File: src/rtl/rf_pkg.sv
// Shared types and constants for the rangefinder shot sequencer.
// Ties the re-arm holdoff to the comparator reset generator pulse timing.
package rf_pkg;

  typedef enum logic [2:0] {
    ST_IDLE,
    ST_FIRE,
    ST_BLANK,
    ST_LISTEN,
    ST_RECOVER,
    ST_DONE
  } rf_state_t;

  localparam int CRG_PULSE_DELAY = 16;
  localparam int CRG_PULSE_LEN   = 8;
  localparam int HOLDOFF_MIN     = CRG_PULSE_DELAY + CRG_PULSE_LEN + 2;

  function automatic bit holdoff_ok(input int h);
    return h >= HOLDOFF_MIN;
  endfunction

endpackage

File: src/rtl/rf_shot_sequencer_dwell.sv
// rf_dwell_counter: loadable down-counter with zero flag.
// Times the FIRE, BLANK and RECOVER dwells of the shot sequencer.
module rf_dwell_counter #(
  parameter int W = 16
) (
  input  logic         ref_clk,
  input  logic         reset,
  input  logic         load,
  input  logic [W-1:0] load_val,
  input  logic         en,
  output logic         zero
);

  logic [W-1:0] cnt;

  always_ff @(posedge ref_clk) begin
    if (reset)
      cnt <= '0;
    else if (load)
      cnt <= load_val;
    else if (en && cnt != '0)
      cnt <= cnt - 1'b1;
  end

  assign zero = (cnt == '0);

endmodule

File: src/rtl/rf_shot_sequencer.sv
// Rangefinder shot sequencer: laser fire, listen window, hit timestamps.
// Optional SEQ_BLANKING_EN adds a BLANK dwell after the laser pulse.
module rf_shot_sequencer
  import rf_pkg::*;
#(
  parameter int TW         = 16,
  parameter int LASER_LEN  = 4,
  parameter int BLANK_LEN  = 10,
  parameter int WINDOW_LEN = 1000,
  parameter int HOLDOFF    = 26,
  parameter int MAX_HITS   = 4,
  localparam int IW = (MAX_HITS > 1) ? $clog2(MAX_HITS) : 1,
  localparam int CW = $clog2(MAX_HITS + 1)
) (
  input  logic          ref_clk,
  input  logic          reset,
  input  logic          start,
  input  logic          comp_hit,
  output logic          laser_trig,
  output logic          comp_rst_req,
  output logic          busy,
  output logic          hit_valid,
  output logic [TW-1:0] hit_time,
  output logic [IW-1:0] hit_idx,
  output logic          done,
  output logic [CW-1:0] hit_count,
  output logic          no_echo
);

  if (longint'(WINDOW_LEN) > (longint'(1) << TW)) begin : g_win_chk
    $error("WINDOW_LEN does not fit in TW bits");
  end
  if (!holdoff_ok(HOLDOFF)) begin : g_hold_chk
    $error("HOLDOFF shorter than comparator re-arm pulse");
  end

  rf_state_t     state, state_n;
  logic [TW-1:0] tcnt;
  logic [CW-1:0] count, cnt_n;
  logic          dw_load, dw_en, dw_zero;
  logic [TW-1:0] dw_val;
  logic          accept_hit;
  logic          win_end;
  logic          active;

  assign win_end = (tcnt == TW'(WINDOW_LEN - 1));
  assign active  = (state == ST_FIRE) || (state == ST_BLANK) ||
                   (state == ST_LISTEN) || (state == ST_RECOVER);

  rf_dwell_counter #(.W(TW)) u_dwell (
    .ref_clk  (ref_clk),
    .reset    (reset),
    .load     (dw_load),
    .load_val (dw_val),
    .en       (dw_en),
    .zero     (dw_zero)
  );

  always_comb begin
    state_n    = state;
    dw_load    = 1'b0;
    dw_val     = '0;
    dw_en      = 1'b0;
    accept_hit = 1'b0;
    cnt_n      = count;
    unique case (state)
      ST_IDLE: begin
        if (start) begin
          state_n = ST_FIRE;
          dw_load = 1'b1;
          dw_val  = TW'(LASER_LEN - 1);
        end
      end
      ST_FIRE: begin
        dw_en = 1'b1;
        if (dw_zero) begin
`ifdef SEQ_BLANKING_EN
          state_n = ST_BLANK;
          dw_load = 1'b1;
          dw_val  = TW'(BLANK_LEN - 1);
`else
          state_n = ST_LISTEN;
`endif
        end
      end
      ST_BLANK: begin
        dw_en = 1'b1;
        if (dw_zero)
          state_n = ST_LISTEN;
      end
      ST_LISTEN: begin
        if (comp_hit) begin
          accept_hit = 1'b1;
          cnt_n      = count + 1'b1;
          if (cnt_n == CW'(MAX_HITS) || win_end) begin
            state_n = ST_DONE;
          end else begin
            state_n = ST_RECOVER;
            dw_load = 1'b1;
            dw_val  = TW'(HOLDOFF - 1);
          end
        end else if (win_end) begin
          state_n = ST_DONE;
        end
      end
      ST_RECOVER: begin
        dw_en = 1'b1;
        if (win_end)
          state_n = ST_DONE;
        else if (dw_zero)
          state_n = ST_LISTEN;
      end
      ST_DONE: state_n = ST_IDLE;
      default: state_n = ST_IDLE;
    endcase
  end

  always_ff @(posedge ref_clk) begin
    if (reset) begin
      state        <= ST_IDLE;
      tcnt         <= '0;
      count        <= '0;
      hit_valid    <= 1'b0;
      comp_rst_req <= 1'b0;
      hit_time     <= '0;
      hit_idx      <= '0;
      hit_count    <= '0;
      no_echo      <= 1'b0;
    end else begin
      state        <= state_n;
      hit_valid    <= accept_hit;
      comp_rst_req <= accept_hit;
      count        <= cnt_n;
      if (accept_hit) begin
        hit_time <= tcnt;
        hit_idx  <= IW'(count);
      end
      if (state == ST_IDLE && start) begin
        tcnt      <= '0;
        count     <= '0;
        hit_count <= '0;
        no_echo   <= 1'b0;
      end else if (active) begin
        tcnt <= tcnt + 1'b1;
      end
      // summary is published as DONE is entered so it is valid with done
      if (state_n == ST_DONE && state != ST_DONE) begin
        hit_count <= cnt_n;
        no_echo   <= (cnt_n == '0);
      end
    end
  end

  assign laser_trig = (state == ST_FIRE);
  assign busy       = active;
  assign done       = (state == ST_DONE);

endmodule

File: config.mk
export PLATFORM = sky130hd
export DESIGN_NAME = rf_shot_sequencer
export DESIGN_NICKNAME = d
export VERILOG_FILES = /design/src/rtl/rf_pkg.sv /design/src/rtl/rf_shot_sequencer_dwell.sv /design/src/rtl/rf_shot_sequencer.sv
export SDC_FILE = /design/constraint.sdc
export NUM_CORES = 1
export LEC_CHECK = 0
export ABC_CLOCK_PERIOD_IN_PS = 2000
export CAP_MARGIN = 20
export CELL_PAD_IN_SITES_DETAIL_PLACEMENT = 0
export CELL_PAD_IN_SITES_GLOBAL_PLACEMENT = 1
export CORE_MARGIN = 1
export CORE_UTILIZATION = 38
export DETAILED_ROUTE_END_ITERATION = 16
export PLACE_DENSITY_LB_ADDON = 0.1
export SETUP_SLACK_MARGIN = 0.5
export SYNTH_ARGS = -nofsm -noshare
export SYNTH_HDL_FRONTEND = slang
export SYNTH_SLANG_ARGS = --single-unit
File: constraint.sdc
create_clock -name ref_clk -period 2 [get_ports ref_clk]
set_clock_uncertainty 0.05 [all_clocks]
set_input_delay 0.4 -clock ref_clk [delete_from_list [all_inputs] [get_ports ref_clk]]
set_output_delay 0.4 -clock ref_clk [all_outputs]
set_load 0.01 [all_outputs]
==> impl_metrics.yaml, run 1 <==
global_routing:
  grt_pass1_vias: 2423
  grt.total_usage_pct: 19.82
  grt_max_degree: 21
  grt_pass1_wl_microns: 11630
  gr-total-overflow: 0
  antenna_found_initial: 0
cts:
  cts_buffer_depth: 2
  postCtsHoldBufs: 0
  cts_tree: "done"
  clock_sinks: 61
  htreeDepth: 3
  path_clk_slew_ns: 0.07
  cts_root_buffer: "clkbuf_8"
  tritoncts.num_buffers: 9
  clk_latency_ns: 0.34
routing:
  dr_total_vias: 2731
  ant_nets: 0
  post_drt_via_cell_ratio: 5.095
  drc_errors: 0
  wl_per_cell_microns: 15.44
  drt-initial-drc-count: 88
  wl_microns: 8274
  firstDrtPassIters: 4
cells_and_area:
  area_growth_pct: 74.40
  fin_cells: 536
  drive_gt1_share_pct: 49.32
  antenna_cells: 0
  fillCellCount: 538
  layout.nets: 443
floorplan:
  die_y_microns: 87.84
  placementRows: 30
  io_pins: 31
  initial_core_util_pct: 40.32
  die-area_sq_um: 7716
  core-area_sq_um: 6944
  dieWidth_microns: 87.84
synth:
  synthCells: 322
  synth_common_cells: "dfxtp_1, nand2_1, nor2_1"
  netlist_area_sq_um: 2800
  yosys-top-cells-area: "dfxtp_1, nand2_1, xnor2_1, nor2_1, a21oi_1"
  synth_nets: 330
  yosysTopAreaCellShare_pct: 43.61
  synth_area_leader_cell: "dfxtp_1"
  synth.distinct_cells: 48
  synth_warnings: 0
  syn_area_per_cell_sq_um: 8.696
  ys_seq_elements: 61
  synthFlopType: "dfxtp_1"
  synth_most_common_cell: "dfxtp_1"
  ys_seq_area_share_pct: 43.61
  synthArstFlopShare_pct: 0
  synth_edf_count: 0
worst_setup_path:
  path_delay_family: "compound AO/OA/AOI/OAI gates"
  setup.worst_path.class: "flop to flop"
  end_kind: "flop"
  cp_cell_sequence: "inv_2 -> ha_4 -> nor3b_4 -> buf_4 -> and4_4 -> nand2_4 -> a2bb2oi_4 -> a2111oi_1 -> a311o_1"
  cp.required_ns: 2.19
  max_stage_delay_ns: 0.32
  cpMaxStageDelayCell: "dfxtp_2"
  crit_path_max_fanout: 7
  arrival_ns: 2.20
  crit_buf_inv: 2
  worstSetupStartpointType: "flop"
sta:
  hold_viol_final: 0
  grt_setup_unrepaired: "true"
  max_slew_margin_pct: 60.35
  worst_slew_pin_slew_ns: 0.5908
  setup_viol: 4
  max_clock_freq_mhz: 495.5
  finalSetupTns_ns: -0.03341
  post-route-period-util_pct: 100.9
  layout_setup_ws_ns: -0.01802
  maxSlewViolCount: 0
  min_period_ns: 2.018
power_and_ir_drop:
  leakage_nw: 1.932
  power.density_nw_per_um2: 1422
  vdd_drop_max_mv: 1.170
placement:
  gp_congestion: 0.7512
  placed_cells_incl_taps: 492
  dp_hpwl_microns: 4653
  io_buffers: 30
worst_hold_path:
  min_path_type: "flop to flop"
status:
  status: "complete, but fails checks"
  violations: "setup timing"
run:
  drv_cap: 0
power breakdown:
group          switching [mW]  leakage, nW  total, mW  internal, mW
registers               0.214        0.499       1.63          1.42
logic                    1.90         1.32       4.04          2.15
clock network           0.502        0.116       1.27         0.766
sequential cells by signal (all words and copies together), names as in the netlist:
signal / flops
hit_time: 16
tcnt: 16
u_dwell.cnt: 16
count: 3
hit_count: 3
state: 3
hit_idx: 2
hit_valid: 1
no_echo: 1
repair_timing:
item                                    CTS  global route
pin swaps                                16            54
gates cloned                              0             7
endpoints found under the setup margin   87            64
setup buffers                             9            12
resized for setup                        74           107
final cells by class:
type                    count  area, sq um  share of cell area, %
multi-input cells         241         2122                  43.45
flip-flops and latches     61         1240                  25.39
repair buffers            118         1161                  23.78
clock buffers              12        155.1                  3.177
well taps                  96        120.1                  2.460
clock inverters             4        70.07                  1.435
inverters                   4        15.01                 0.3075
layout by cell type (no fill, tap or decap), types with 4 or more instances in the layout:
cell	instances
xnor2_1	17
buf_12	5
nand2_2	9
a21oi_1	14
buf_6	21
xor2_1	10
and4_1	4
buf_4	57
clkbuf_16	5
nor2_2	4
and3_1	5
nor2_4	14
nand4_1	4
nor2_1	22
nand2_1	30
nand2_4	10
nand3_1	4
dfxtp_2	9
clkbuf_8	11
a21oi_2	11
a211oi_2	4
dfxtp_1	50
a311o_1	4
dlygate4sd2_1	21
tightest hold or removal path, stage by stage, from the launching register on:
cell and delay, ns:
dfxtp_1 0.31, nand2_2 0.05, a21oi_1 0.05
final timing paths:
kind	end	depth (start not counted)	startpoint	slack, ns
worst max-delay path	hit_count[1]	9	u_dwell.cnt[0]	-0.02
worst min-delay path	hit_time[0]	2	hit_time[0]	0.40
worst max register to register	hit_count[1]	9	u_dwell.cnt[0]	-0.02
worst min register to register	hit_time[0]	2	hit_time[0]	0.40
kinds of logic after synthesis:
kind of cell,synth area share [%]
AOI/OAI and AO/OA,14.21
xor gates and xnor gates,9.696
adders and majority gates,1.787
buffers and inverters,3.217
DFF,43.61
muxes,0.7150
and+or+nand+nor,26.76
stage by stage:
step                      util, %  hold WS [ns]  power (mW)  worst slack [ns]  cell area [sq um]
after floorplan                 -        0.4090       3.543           0.06909               3004
after global placement      54.76        0.3933       4.330          -0.08213               3802
after detailed placement    54.76        0.3967       4.355           -0.1106               3802
after CTS                   60.86        0.4037       6.237           0.02965               4227
after global routing        70.32        0.4227       7.330           -0.1100               4883
final                       70.32        0.4043       6.943          -0.01802               4883
per-layer routing:
layer | up-vias | share of wire (%) | wire (microns) | track usage, %
met5 | - | 0 | 0 | 0
met4 | 0 | 0.65 | 54 | 6.706
met3 | 6 | 2.6 | 219 | 5.278
met2 | 37 | 49 | 4075 | 32.35
met1 | 1330 | 47 | 3924 | 25.32
li1 | 1358 | - | - | -
No activity file was read; power rests on OpenSTA's default activity.
==> inputs of run 2 (changes only) <==
CTS_CLUSTER_SIZE = 8   (was unset)
==> results of run 2 <==
Same layout as run 1: the final DEF is identical, and so are final timing and power.
==> inputs of run 3 (changes only) <==
SLEW_MARGIN = 25   (was unset)
==> results of run 3 <==
Same layout as run 1: the final DEF is identical, and so are final timing and power.
